File: config.mk
export PLATFORM = sky130hd
export DESIGN_NAME = ctrl_sequencer
export DESIGN_NICKNAME = d
export VERILOG_FILES = /design/src/rtl/ctrl_seq_pkg.sv /design/src/rtl/ctrl_ucode_rf.sv /design/src/rtl/ctrl_sequencer.sv
export SDC_FILE = /design/constraint.sdc
export NUM_CORES = 1
export LEC_CHECK = 0
export ABC_CLOCK_PERIOD_IN_PS = 2250
export CAP_MARGIN = 5
export CORE_UTILIZATION = 45
export DETAILED_ROUTE_END_ITERATION = 6
export GPL_ROUTABILITY_DRIVEN = 0
export MAX_ROUTING_LAYER = met4
export PLACE_DENSITY = 0.71
export SETUP_SLACK_MARGIN = 0.4
export SLEW_MARGIN = 20
export SYNTH_ARGS = -nofsm -noshare
export SYNTH_HDL_FRONTEND = slang
export SYNTH_HIERARCHICAL = 1
export SYNTH_SLANG_ARGS = --single-unit
File: constraint.sdc
create_clock -name clk -period 2.25 [get_ports clk]
set_clock_uncertainty 0.15 [all_clocks]
set_input_delay 0.45 -clock clk [delete_from_list [all_inputs] [get_ports clk]]
set_output_delay 0.45 -clock clk [all_outputs]
set_load 0.1 [all_outputs]
File: src/rtl/ctrl_seq_pkg.sv
// Shared definitions for the microcoded control sequencer and the datapath it drives.
package ctrl_seq_pkg;

  typedef enum logic [1:0] {
    SEQ_IDLE = 2'd0,
    SEQ_RUN  = 2'd1,
    SEQ_DONE = 2'd2
  } seq_state_e;

  localparam logic [1:0] ST_IDLE = SEQ_IDLE;
  localparam logic [1:0] ST_RUN  = SEQ_RUN;
  localparam logic [1:0] ST_DONE = SEQ_DONE;

  // Control word field positions, shared with the datapath decode.
  localparam int unsigned CW_R1_E      = 0;
  localparam int unsigned CW_R2_E      = 1;
  localparam int unsigned CW_R3_E      = 2;
  localparam int unsigned CW_R4_E      = 3;
  localparam int unsigned CW_R1_OE     = 4;
  localparam int unsigned CW_R2_OE     = 5;
  localparam int unsigned CW_R3_OE     = 6;
  localparam int unsigned CW_R4_OE     = 7;
  localparam int unsigned CW_AU1_OP_LO = 8;
  localparam int unsigned CW_AU1_OP_HI = 11;
  localparam int unsigned CW_AU2_OP_LO = 12;
  localparam int unsigned CW_AU2_OP_HI = 15;
  localparam int unsigned CW_MISC_LO   = 16;
  localparam int unsigned CW_MISC_HI   = 19;

  // Index width for an n-entry table; never narrower than one bit.
  function automatic int unsigned step_w(input int unsigned n);
    return (n < 2) ? 1 : $clog2(n);
  endfunction

endpackage

File: src/rtl/ctrl_ucode_rf.sv
// Microcode store: NSTEPS x CW flops, one sync write port, one combinational read port.
module ctrl_ucode_rf
  import ctrl_seq_pkg::*;
#(
  parameter int unsigned NSTEPS = 12,
  parameter int unsigned CW     = 20,
  parameter int unsigned AW     = step_w(NSTEPS)
) (
  input  logic          clk,
  input  logic          rst_n,
  input  logic          we,
  input  logic [AW-1:0] waddr,
  input  logic [CW-1:0] wdata,
  input  logic [AW-1:0] raddr,
  output logic [CW-1:0] rdata_c,
  output logic          oor_c
);

  logic [CW-1:0] mem_q [NSTEPS];

  // Extra MSB keeps the compare valid when NSTEPS is a power of two.
  assign oor_c = {1'b0, waddr} >= (AW+1)'(NSTEPS);

  always_ff @(posedge clk or negedge rst_n) begin
    if (!rst_n) begin
      for (int unsigned i = 0; i < NSTEPS; i++) begin
        mem_q[i] <= '0;
      end
    end else if (we && !oor_c) begin
      mem_q[waddr] <= wdata;
    end
  end

  assign rdata_c = mem_q[raddr];

endmodule

File: src/rtl/ctrl_sequencer.sv
// Microcoded control sequencer: step counter, loop counter and gated control word output.
module ctrl_sequencer
  import ctrl_seq_pkg::*;
#(
  parameter int unsigned NSTEPS     = 12,
  parameter int unsigned CW         = 20,
  parameter int unsigned CNT_W      = 8,
  parameter int unsigned LOOP_START = 4,
  parameter int unsigned LOOP_END   = 9,
  parameter int unsigned SW         = step_w(NSTEPS)
) (
  input  logic             clk,
  input  logic             rst_n,
  input  logic             start,
  input  logic [CNT_W-1:0] n_iter,
  input  logic             stall,
  input  logic             uc_we,
  input  logic [SW-1:0]    uc_addr,
  input  logic [CW-1:0]    uc_wdata,
  output logic [CW-1:0]    ctrl,
  output logic [SW-1:0]    step,
  output logic             busy,
  output logic             done,
  output logic             uc_err
);

  logic [1:0]       state_q, state_d;
  logic [SW-1:0]    step_q, step_d;
  logic [CNT_W-1:0] iter_q, iter_d;
  logic             busy_q, busy_d;
  logic             done_q, done_d;
  logic             uc_err_q, uc_err_d;
  logic             rf_we;
  logic             rf_oor_c;
  logic [CW-1:0]    rf_rdata_c;

  // The table only accepts writes while idle.
  assign rf_we = uc_we && (state_q == ST_IDLE);

  ctrl_ucode_rf #(
    .NSTEPS (NSTEPS),
    .CW     (CW),
    .AW     (SW)
  ) u_ucode_rf (
    .clk     (clk),
    .rst_n   (rst_n),
    .we      (rf_we),
    .waddr   (uc_addr),
    .wdata   (uc_wdata),
    .raddr   (step_q),
    .rdata_c (rf_rdata_c),
    .oor_c   (rf_oor_c)
  );

  always_comb begin
    state_d  = state_q;
    step_d   = step_q;
    iter_d   = iter_q;
    uc_err_d = uc_we && ((state_q != ST_IDLE) || rf_oor_c);
    case (state_q)
      ST_IDLE: begin
        if (start) begin
          state_d = ST_RUN;
          step_d  = '0;
          iter_d  = (n_iter == '0) ? CNT_W'(1) : n_iter;
        end
      end
      ST_RUN: begin
        if (!stall) begin
          if ((step_q == SW'(LOOP_END)) && (iter_q > CNT_W'(1))) begin
            step_d = SW'(LOOP_START);
            iter_d = iter_q - CNT_W'(1);
          end else if (step_q == SW'(NSTEPS - 1)) begin
            state_d = ST_DONE;
            step_d  = '0;
          end else begin
            step_d = step_q + SW'(1);
          end
        end
      end
      ST_DONE: state_d = ST_IDLE;
      default: state_d = ST_IDLE;
    endcase
    busy_d = (state_d == ST_RUN);
    done_d = (state_d == ST_DONE);
  end

  always_ff @(posedge clk or negedge rst_n) begin
    if (!rst_n) begin
      state_q  <= ST_IDLE;
      step_q   <= '0;
      iter_q   <= '0;
      busy_q   <= 1'b0;
      done_q   <= 1'b0;
      uc_err_q <= 1'b0;
    end else begin
      state_q  <= state_d;
      step_q   <= step_d;
      iter_q   <= iter_d;
      busy_q   <= busy_d;
      done_q   <= done_d;
      uc_err_q <= uc_err_d;
    end
  end

  // Control word comes only from flops: the run flag and the table entry at the current step.
  assign ctrl   = busy_q ? rf_rdata_c : '0;
  assign step   = step_q;
  assign busy   = busy_q;
  assign done   = done_q;
  assign uc_err = uc_err_q;

endmodule

---- Yosys cells after proc, flatten, opt, wreduce, memory -nomap -nowiden ----
Cells that the tools add are included.
word-level totals
  register bits after elaboration ......... 257
  output and inout bits ................... 27
  word-level logic and storage cells ...... 70
operators by class
  reductions and logical operators ........ 13
  magnitude comparators ................... 5
  bitwise gates (word level) .............. 2
  add/subtract/negate cells ............... 2
  multiplexer cells ....................... 22
  eq/ne operators ......................... 8
operators with widths
  kind                                                                             number
  240-bit bitwise mux                                                              1
  20-bit binary-select mux with 4-bit select                                       1
  20-bit demux with 4-bit select                                                   1
  20-bit 2-to-1 mux                                                                4
  8-bit 2-to-1 mux                                                                 4
  4-bit 2-to-1 mux                                                                 4
  8-bit case mux with 2 select lines                                               1
  5-bit greater-or-equal comparator, second input constant                         2
  4-bit NOT with 5-bit output                                                      2
  4-bit == test, second input constant                                             2
  8-bit by 1-bit greater-than comparator with 1-bit output, second input constant  1
  8-bit zero test                                                                  1
  2-bit 2-to-1 mux                                                                 4
  4-bit case mux with 2 select lines                                               1
  8-bit by 1-bit subtractor with 8-bit output, second input constant               1
  2-bit inequality test, second input constant                                     3
  1-bit logical AND                                                                5
  5-bit by 1-bit < comparator with 1-bit output, second input constant             1
  4-bit by 1-bit adder with 4-bit output, second input constant                    1
  2-bit by 1-bit == test with 1-bit output, second input constant                  2
  4-bit greater-or-equal comparator, second input constant                         1
  2-bit case mux with 2 select lines                                               1
  4-bit AND reduction                                                              1
  2-bit nonzero test                                                               2
  5 further kinds                                                                  5

---- Logic depth before layout (Yosys ltp) ----
  depth after elaboration ................. 6
  mapped depth ............................ 7
  depth with buffers taken out ............ 6

---- Modules after synthesis ----
The synthesis kept the hierarchy.
by module, submodules not included
  module          sequential area each (µm²)  times used  cells an instance  area each (µm²)
  ctrl_ucode_rf   6005.8                      1           731                10943.0
  ctrl_sequencer  425.4                       1           134                1169.9

---- Least setup slack after synthesis ----
No wires, ideal clock.
  kind .................................... flip-flop to output port
  from .................................... reg step_q[0], in the netlist step[0]
  to ...................................... out ctrl[0]
  stages on the path, launching flop included .. 7
  data required time ...................... 1650 ps
  data arrival time ....................... 2739 ps
  setup slack ............................. -1089 ps
  cells stage by stage .................... dfrtp_1 -> buf_2 -> buf_4 -> mux4_2 -> nor2_1 -> o31ai_1 -> and2_1
on the way
  cells in the longest elaborated chain, start to end .. 5
ends and longest elaborated chain
  item                                                  line                   RTL
  start: declaration                                    ctrl_sequencer.sv:28   logic [SW-1:0] step_q, step_d;
  start signal: assignment                              ctrl_sequencer.sv:98   step_q <= step_d;
  4-bit NOT with 5-bit output (not written as such)     ctrl_ucode_rf.sv:34    assign rdata_c = mem_q[raddr];
  20-bit binary-select mux with 4-bit select            ctrl_ucode_rf.sv:34
  20-bit 2-to-1 mux (not written as such) (2 in a row)  ctrl_ucode_rf.sv:34
  net rf_rdata_c[0]                                     ctrl_sequencer.sv:35   logic [CW-1:0] rf_rdata_c;
  20-bit 2-to-1 mux                                     ctrl_sequencer.sv:107  assign ctrl = busy_q ? rf_rdata_c : '0;
  end: declaration                                      ctrl_sequencer.sv:20   output logic [CW-1:0] ctrl,
The timed path passes the listed nets, and every way through them passes these cells. The select of a mux whose other input is x is not followed.

---- Worst setup path in the final report ----
  from .................................... reg step_q[0], in the netlist step[0]
  to ...................................... out ctrl[2]
Same word-level chain as after synthesis.

==> results by group <==
Global routing
  • Global Route met1 Usage: 36.4%
  • Initial antenna violation count: 3
  • Vias in the first global route: 9,121
  • Met2 layer usage reported by global route: 46.5%
  • First-pass GRT wire length: 58,600 um
  • Maximum number of pins on one net before global-route repair: 71
  • Met3 Usage GRT: 5.62%
  • GRT Max-Usage Layer: met2
  • Gr ovfl total: 0
  • Global-route usage over all layers: 29.1%

Floorplan
  • Area of the core: 0.0262 sq mm
  • Number of placement rows: 59
  • Die X: 166 um
  • Top-level port count: 64
  • Initial Utilization: 46.2%
  • Die footprint: 0.0276 sq mm
  • Floorplan die height: 166 um

Finish
  • Net total in the final layout: 1,082
  • Finished Core Util: 66.5%
  • Area Overhead vs Synth: 43.9%
  • Share of layout cells above drive strength 1: 61.1%
  • Fin cells: 1,397
  • Finished Cell Area: 0.0174 sq mm

Power
  • Leakage: 8.14 nW
  • Power density relative to cell area: 1170 mW/mm^2
  • Switching power: 7.71 mW
  • Power after layout: 20.3 mW
  • Share of power burned in the clock network: 21.9%
  • Portion of total power attributed to combinational logic: 48.6%
  • Internal power component: 12.6 mW
  • Sequential fraction of design power: 29.5%
  • Switching power as a share of total power: 38.0%
  • Largest voltage drop on the vdd net: 1.09 mV

Detailed routing
  • Routed wire length: 40,500 um
  • Detail-routed via count per cell: 6.27
  • DR pass1 iterations: 4
  • Total vias in the final route: 8,755
  • Average wire per cell in the routed design: 29.0 um
  • Number of DRC violations after detailed routing: 0
  • DRT iter0 DRCs: 668
  • Post-DRT Antenna Nets: 0

STA
  • Min cycle time layout: 3090 ps
  • Fin. max-slew vios: 0
  • Fin worst setup slack: -837 ps
  • Hold WS: 336 ps
  • Worst rel slew slack: 55.3%
  • Setup repair after global routing missed its margin: yes
  • Max frequency: 324 MHz
  • Share of the cycle needed by the critical path after routing: 137%
  • Final Setup Violations: 39
  • Slew of the pin with the lowest slew margin: 668 ps
  • Hold Vio Cnt, Final: 0

Critical path
  • Ordered list of cells on the worst path: buf_12 -> mux4_2 -> nor2_1 -> o31ai_2 -> and2_4 -> buf_12
  • CP most frequent cell: sky130_fd_sc_hd__buf_12
  • Crit Path Max Fanout: 12
  • Critical path launch point type: flip-flop
  • Worst stage delay on the critical path: 510 ps
  • Cell with the biggest individual delay on the critical path: sky130_fd_sc_hd__mux4_2
  • Arrival time reported for the critical path endpoint: 2490 ps
  • Worst Setup End Kind: output port
  • Worst path buffer plus inverter count: 2
  • Largest delay contributor family on the critical path: multiplexers
  • Worst Path Class, Setup: reg2out
  • Required time at the worst-slack endpoint: 1650 ps

Placed design
  • Total cell area at the placement stage: 0.0142 sq mm
  • Number of buffers inserted by port buffering: 63
  • Cell count after placement: 1,275
  • Hpwl dp: 18,800 um

Yosys
  • Sequential fraction of the synthesis area: 53.1%
  • Number of distinct library cell variants in the gate-level netlist after synthesis: 43
  • Mean post-synth cell area: 14.0 sq um
  • Post-synthesis instance area: 0.0121 sq mm
  • Number of nets in the synthesized netlist: 906
  • Synthesis Warnings: 6
  • Register bit total from synthesis: 257
  • Cell count after synthesis: 865

Clock network
  • Clock-pin slew of the registers on the worst-case setup and hold paths: 60 ps
  • # clock sinks: 257
  • Depth of the CTS H-tree: 1
  • Clock tree from TritonCTS: yes
  • Clock root cell: sky130_fd_sc_hd__clkbuf_16
  • Clock Tree Buf Depth: 3
  • Total CTS buffers: 27
  • Clock Latency Late Sink: 540 ps

Job
  • Max Cap Violations: 0

Run status
  • Outcome: finished with violations
  • Violations in the final reports: setup timing

Min path
  • Worst hold path type: in2async
-- placed cells by master (no fill, tap or decap), drive strengths merged, types with 5 or more instances in the layout --
master           n
nand2b           7
clkbuf          43
mux4            40
o21ai            5
a21oi            7
buf            177
nand3b           5
nand2           27
inv              8
mux2           280
a211oi           8
nor2            40
dfrtp          257
o31ai           21
and2            22
clkdlybuf4s50   33
or3              8
o22ai           24
-- cell families after synthesis --
| logic type | Yosys count | synth area share, % |
|---|---|---|
| muxes | 322 | 33.6 |
| DFF | 257 | 53.1 |
| and+or+nand+nor | 119 | 4.96 |
| buffers and inverters | 83 | 3.24 |
| AOI/OAI and AO/OA | 80 | 4.66 |
| adders and majority gates | 4 | 0.413 |
-- metal layers --
metal | vias to the layer above | routed length [um]
met2 | 427 | 19500
met1 | 4639 | 15900
met4 | 0 | 2290
met5 | - | 0
met3 | 165 | 2780
li1 | 3524 | -
-- registers in the layout, indices dropped and copies added, names as in the netlist --
register,flops
u_ucode_rf/mem_q,240
iter_q,8
step,4
state_q,2
busy,1
done,1
uc_err,1
-- power groups by stage --
stage | sequential (mW) | combinational, mW | clock, mW
floorplan | 6.06 | 5.18 | 0
global placement | 5.90 | 8.37 | 0
detailed placement | 5.95 | 8.44 | 0
CTS | 5.90 | 9.30 | 4.45
global route | 6.05 | 10.2 | 4.65
finish | 5.99 | 9.87 | 4.45
-- timing repair --
item | in CTS | in global routing
endpoints found under the hold margin | 59 | 0
hold buffers | 1 | 0
pin swaps | 17 | 20
gates resized for setup | 292 | 57
buffers inserted | 34 | 12
setup endpoints to repair | 280 | 280
cloned | 22 | 3
-- worst reg2reg max path, delay by kind of cell (launching register included) --
family	cells	cell delay [ps]
compound gates	3	800
flops	1	560
buf+inv	4	480
simple gates	1	150
fa+ha+maj	1	110
-- cell usage after synthesis (all sizes together) --
| library cell | count | area (sq um) |
|---|---|---|
| clkbuf | 34 | 128 |
| a211o | 1 | 8.76 |
| nand4 | 1 | 6.26 |
| nor2 | 40 | 150 |
| a21oi | 7 | 35.0 |
| nor3 | 4 | 20.0 |
| a22oi | 2 | 15.0 |
| o31a | 2 | 17.5 |
| or3 | 2 | 12.5 |
| nand3 | 2 | 10.0 |
| inv | 8 | 30.0 |
| a211oi | 8 | 60.1 |
| and2 | 22 | 138 |
| buf | 41 | 235 |
| ha | 4 | 50.1 |
| o22a | 1 | 8.76 |
| o21ba | 1 | 10.0 |
| a32oi | 2 | 17.5 |
| and2b | 1 | 7.51 |
| a2bb2oi | 1 | 8.76 |
| nor2b | 2 | 12.5 |
| nor3b | 3 | 27.5 |
| nand3b | 5 | 37.5 |
| nand2b | 7 | 43.8 |
| and3 | 1 | 6.26 |
| mux4 | 40 | 901 |
| mux2 | 280 | 3150 |
| nor4 | 2 | 27.5 |
| dfrtp | 257 | 6430 |
| mux2i | 2 | 20.0 |
| o21ai | 5 | 25.0 |
| nand2 | 27 | 101 |
| o31ai | 21 | 158 |
| a2111oi | 2 | 17.5 |
| a21o | 2 | 15.0 |
| o22ai | 24 | 150 |
| a31o | 1 | 17.5 |
-- metrics by stage --
stage | worst slack [ps] | setup TNS, ps
after global routing | -835 | -18170
after CTS | -747 | -14220
after floorplan | -215 | -4310
final | -837 | -14930
after detailed placement | -238 | -40240
after global placement | -195 | -36440
-- area by class of cell --
class | count | area, sq um
repair buffers | 215 | 3070
fillers | 1621 | 8770
diodes | 3 | 7.51
clock inverters | 6 | 57.6
flip-flops and latches | 257 | 6440
clock buffers | 41 | 808
multi-input cells | 532 | 6600
inverters | 8 | 32.5
well taps | 335 | 419
-- worst paths after layout --
kind,slack (ps),to,startpoint,cells past startpoint
min in group clk,340,uc_err,uc_we,2
worst max register to register,-110,iter_q[0],step[1],9
worst min register to register,350,u_ucode_rf/mem_q[212],u_ucode_rf/mem_q[212],1
worst min-delay path,340,u_ucode_rf/mem_q[52],rst_n,2
max in group asynchronous,900,u_ucode_rf/mem_q[128],rst_n,3
worst max-delay path,-840,ctrl[2],step[0],6
(Power assumes the default switching activity.)
